**src/rtl/handshake_const_match.sv**
```systemverilog
// handshake_const_match: elastic consumer that compares each input token against a
// compile-time constant and emits a 1-bit match token through a 2-entry buffer.
// Optional saturating match counter enabled by defining HANDSHAKE_CONST_MATCH_CNT_EN;
// without it match_count is tied to 0 and the port list is unchanged.
module handshake_const_match #(
    parameter int unsigned DATA_WIDTH  = 32,
    parameter logic [31:0] CONST_VALUE = 32'd4,
    parameter int unsigned COUNT_WIDTH = 16
) (
    input  logic                   clk,
    input  logic                   rst,
    input  logic [DATA_WIDTH-1:0]  ins,
    input  logic                   ins_valid,
    output logic                   ins_ready,
    output logic                   outs,
    output logic                   outs_valid,
    input  logic                   outs_ready,
    output logic [COUNT_WIDTH-1:0] match_count
);

    // Only the low DATA_WIDTH bits of the constant take part in the comparison.
    localparam logic [DATA_WIDTH-1:0] MatchValue = DATA_WIDTH'(CONST_VALUE);

    typedef enum logic [1:0] {
        StEmpty,
        StOne,
        StFull
    } state_e;

    state_e state_q, state_d;
    logic   head_q, head_d;  // oldest buffered result, drives outs
    logic   tail_q, tail_d;  // second result, only meaningful in StFull
    logic   match;
    logic   push;
    logic   pop;

    assign match = (ins == MatchValue);

    // Ready depends on registers (and reset) only, so no path from outs_ready.
    assign ins_ready  = (state_q != StFull) && !rst;
    assign outs_valid = (state_q != StEmpty);
    // head_q keeps a stale value after the last pop, so gate it when empty.
    assign outs       = (state_q != StEmpty) ? head_q : 1'b0;

    assign push = ins_valid && ins_ready;
    assign pop  = outs_valid && outs_ready;

    // Next occupancy state and buffer contents.
    always_comb begin
        state_d = state_q;
        head_d  = head_q;
        tail_d  = tail_q;
        unique case (state_q)
            StEmpty: begin
                if (push) begin
                    head_d  = match;
                    state_d = StOne;
                end
            end
            StOne: begin
                if (push && pop) begin
                    // Head leaves, the new result takes its place.
                    head_d = match;
                end else if (push) begin
                    tail_d  = match;
                    state_d = StFull;
                end else if (pop) begin
                    state_d = StEmpty;
                end
            end
            StFull: begin
                // ins_ready is low here, so only a pop can happen.
                if (pop) begin
                    head_d  = tail_q;
                    state_d = StOne;
                end
            end
            default: begin
                state_d = StEmpty;
            end
        endcase
    end

    // Occupancy state and buffer registers.
    always_ff @(posedge clk or posedge rst) begin
        if (rst) begin
            state_q <= StEmpty;
            head_q  <= 1'b0;
            tail_q  <= 1'b0;
        end else begin
            state_q <= state_d;
            head_q  <= head_d;
            tail_q  <= tail_d;
        end
    end

`ifdef HANDSHAKE_CONST_MATCH_CNT_EN
    logic [COUNT_WIDTH-1:0] count_q, count_d;

    // Count accepted matching tokens, holding at all-ones instead of wrapping.
    always_comb begin
        count_d = count_q;
        if (push && match && (count_q != {COUNT_WIDTH{1'b1}})) begin
            count_d = count_q + COUNT_WIDTH'(1);
        end
    end

    // Match counter register.
    always_ff @(posedge clk or posedge rst) begin
        if (rst) begin
            count_q <= '0;
        end else begin
            count_q <= count_d;
        end
    end

    assign match_count = count_q;
`else
    assign match_count = '0;
`endif

endmodule

```
**config.mk**
```make
export PLATFORM = sky130hd
export DESIGN_NAME = handshake_const_match
export DESIGN_NICKNAME = d
export VERILOG_FILES = /design/src/rtl/handshake_const_match.sv
export SDC_FILE = /design/constraint.sdc
export NUM_CORES = 1
export LEC_CHECK = 0
export CAP_MARGIN = 20
export CORE_UTILIZATION = 26
export CTS_CLUSTER_SIZE = 25
export DETAILED_ROUTE_END_ITERATION = 16
export PLACE_DENSITY = 0.82
export SYNTH_ARGS = -nofsm -noshare
export SYNTH_HDL_FRONTEND = slang
export SYNTH_SLANG_ARGS = --single-unit
```
**constraint.sdc**
```tcl
create_clock -name clk -period 1.2 [get_ports clk]
set_input_delay 0.12 -clock clk [delete_from_list [all_inputs] [get_ports clk]]
set_output_delay 0.12 -clock clk [all_outputs]
set_load 0.005 [all_outputs]
```
==> summary by stage <==
Worst setup path
The critical path required time is 1.08 ns. The cell with the largest stage delay on the worst path is dfrtp_1. The worst setup path is captured at an output pin. The reg-to-reg startpoint is state_q[0].

The sum of buffers and inverters on the critical path is 1. The arrival time at the worst endpoint is 1.10 ns. The endpoint of the most critical register-to-register path is head_q.

The reg2reg setup slack is 0.02 ns. In this run the worst setup path begins at state_q[0]. The largest single stage delay on the critical path is 0.38 ns. The type of origin of the critical path is a register.

Traced cell by cell, the critical path runs through or2_1 -> and2_1 -> buf_2. The kind of cell adding the most delay to the critical path is flip-flops. The start-to-end type of the worst setup path is register to output pin.

The maximum net fanout on the critical path is 4. The number of cell instances on the worst register-to-register path is 5.

GRT
Entering global routing, the biggest net connects 7 pins. The wire length of the first global-routing pass is 2300 um. The via count of the first global-routing pass came to 566. The initial antenna violation count is 0. The residual overflow from global routing is 0. The global routing usage summed across all routing layers is 16.3%.

Place
The placement-stage worst setup slack is -0.175 ns. In this run the tool buffered the top-level ports with 38 buffer cells. The congestion estimate from routability-driven global placement came to 0.702. The placed instance count is 115.

The half-perimeter wire length after placement is 1170 um.

CTS
The number of clock sinks is 4. Counting the buffers created by CTS gives 3. The library cell used as clock root buffer is clkbuf_4. The clock-pin transition on the worst setup and hold timing paths is 0.04 ns. In this run the number of H-tree levels came out at 1.

The number of buffers between clock root and the deepest sink is 2. The CTS tree is yes. The clock insertion delay at the later pin of the skew report is 0.23 ns.

Final layout
The number of fill cells in the layout is 133. The final instance count without filler cells is 121. The share of layout cells above drive strength 1 is 28.6%. Summing all flip-flop and latch instances after layout gives 100 um^2. In the final layout, the multi-input gates occupy 319 um^2.

In the layout the commonest cells are clkdlybuf4s50_1, conb_1, buf_4, nor4_1, dfrtp_1. After the last flow step, the layout net total stands at 143. The leading cell type in the layout, fill and taps excluded is clkdlybuf4s50_1.

The area overhead of the layout relative to synthesis is 100%. The antenna diode instance count is 0.

Timing
The shortest period the worst path allows is 1.22 ns. The final period utilization is 102%. The worst-case clock skew is 0.00240 ns. The setup slack of the critical path after layout is -0.0227 ns. The count of final max-slew check failures is 0. Derived from the worst setup path, the maximum achievable clock frequency is 818 MHz. The final count of hold timing violations is 0. The setup-violating endpoint count in the final report is 1. Setup repair after global routing could not meet its margin everywhere.

Yosys
After synthesis the netlist holds a flip-flop and latch count of 4. The count of synthesis-stage warnings from yosys is 0. In this run, distinct cell masters in the synthesized netlist total 24. After synthesis the cells add up to 458 um^2. The biggest area contributor in the post-synthesis netlist is buf_4. The mean instance size in the synthesized netlist is 8.33 um^2. Summing the sequential cell areas from Yosys gives 21.9% of the chip area. In the synthesized netlist, the number of instances is 55. In the post-synthesis netlist, the biggest area contributors are buf_4, dfrtp_1, nor4_1, a21oi_1, nand2b_4. After synthesis, the largest area contributor takes up 26.2% of total cell area.

Die
The die covers 1930 um^2. In this run the vertical extent of the chip is 44.0 um. The row count is 14. The number of I/O pins is 55. After floorplanning, the core was sized to cover 1580 um^2. The horizontal die dimension is 44.0 um.

The effective utilization at floorplan is 29.0%.

Routing
The violation count after the first detailed-route iteration is 6. For this run, design rule violations remaining after detail routing come to 0. The detailed-route vias per instance is 4.26. The via count is 516.

The iteration count of the initial detailed-routing pass is 5. Dividing the detail-routed wire length by the instance count gives 11.6 um. The count of antenna-violating nets left after detailed routing is 0. The total wire length after detailed routing is 1410 um.

Power and ir drop
The leakage power summed over all cells is 0.401 nW. For this design the total switching power over the nets is 0.164 mW. The total power after layout is 0.630 mW. The internal portion of total power is 0.465 mW. The worst-case vdd ir drop is 0.356 mV. Combinational cells account for 47.7% of the total power. The part of the total power dissipated in the clock network is 25.2%. The power per cell area is 687 nW/um^2.

The share of total power dissipated in sequential elements is 27.2%. Of the total power, the share spent switching nets is 26.1%.

Status
The checks that failed: negative setup slack. The flow ran to the end, but the final reports show violations.

Job
The count of maximum capacitance violations is 0.

Worst hold path
The worst hold path belongs to the class input pin to asynchronous set/reset pin.
cell type report:
type	count	area share [%]
repair buffers	48	48.4
multi-input cells	47	34.8
flip-flops and latches	4	10.9
clock buffers	3	2.46
well taps	16	2.18
inverters	3	1.23
worst reg2reg max path, cell delays in order (launching register included):
cell	delay [ns]
dfrtp_1	0.38
and2b_4	0.26
buf_4	0.12
a21oi_1	0.04
o21a_1	0.11
o32a_1	0.15
how the worst max path moves through the flow:
stage / endpoint / slack, ns / depth (start not counted)
final: outs / -0.02 / 3
after global routing: outs / -0.06 / 3
after CTS: outs / -0.04 / 3
after detailed placement: head_q / -0.18 / 5
after global placement: head_q / -0.16 / 5
after floorplan: head_q / 0.13 / 3
what timing repair did:
action,4_1_cts,5_1_grt
gates resized for setup,12,8
hold buffers,0,0
pin swaps,4,1
buffers inserted,2,2
setup endpoints to repair,5,4
cloned,0,0
endpoints found under the hold margin,0,0
cells in the mapped netlist, drive strengths merged:
library cell,number
a21oi,4
and2,1
and2b,1
buf,16
conb,1
dfrtp,4
inv,3
mux2,1
mux2i,1
nand2,1
nand2b,1
nand3,1
nand4,2
nor2,4
nor2b,1
nor4,7
nor4b,1
o21a,1
o22ai,1
o32a,1
or2,1
or2b,1
metal layers:
metal / vias up / routed length [um] / global-route usage (%)
met5: - / 0 / 0
met4: 0 / 12 / 9.70
met3: 2 / 76 / 6.25
met2: 18 / 831 / 30.7
met1: 231 / 488 / 14.4
li1: 265 / - / -
flip-flops by register name, indices dropped and copies added (netlist names):
register	flops
tail_q	1
head_q	1
state_q	2
metrics by stage:
stage	hold WS, ns	utilization [%]	TNS, ns	instance area (um^2)
floorplan	-0.114	-	0	514
global placement	0.372	53.7	-0.584	847
detailed placement	0.379	53.7	-0.684	847
CTS	0.133	55.4	-0.0378	873
global route	0.180	58.2	-0.101	917
finish	0.158	58.2	-0.0227	917
power groups by stage:
stage	registers, mW	logic, mW	clock network (mW)
finish	0.171	0.300	0.159
global route	0.172	0.326	0.182
CTS	0.170	0.287	0.168
detailed placement	0.171	0.296	0
global placement	0.171	0.287	0
floorplan	0.171	0.141	0
cells by family (layout without fill, tap and decap cells):
| logic type | count (synthesis) | count (layout) | share of synthesized area [%] |
|---|---|---|---|
| AO/OA/AOI/OAI | 7 | 7 | 10.4 |
| buffers and inverters | 19 | 54 | 28.7 |
| flip-flops | 4 | 4 | 21.9 |
| multiplexers | 2 | 2 | 4.64 |
| other | 1 | 16 | 0.819 |
| AND/OR/NAND/NOR | 22 | 22 | 33.6 |
(Power assumes the default switching activity.)
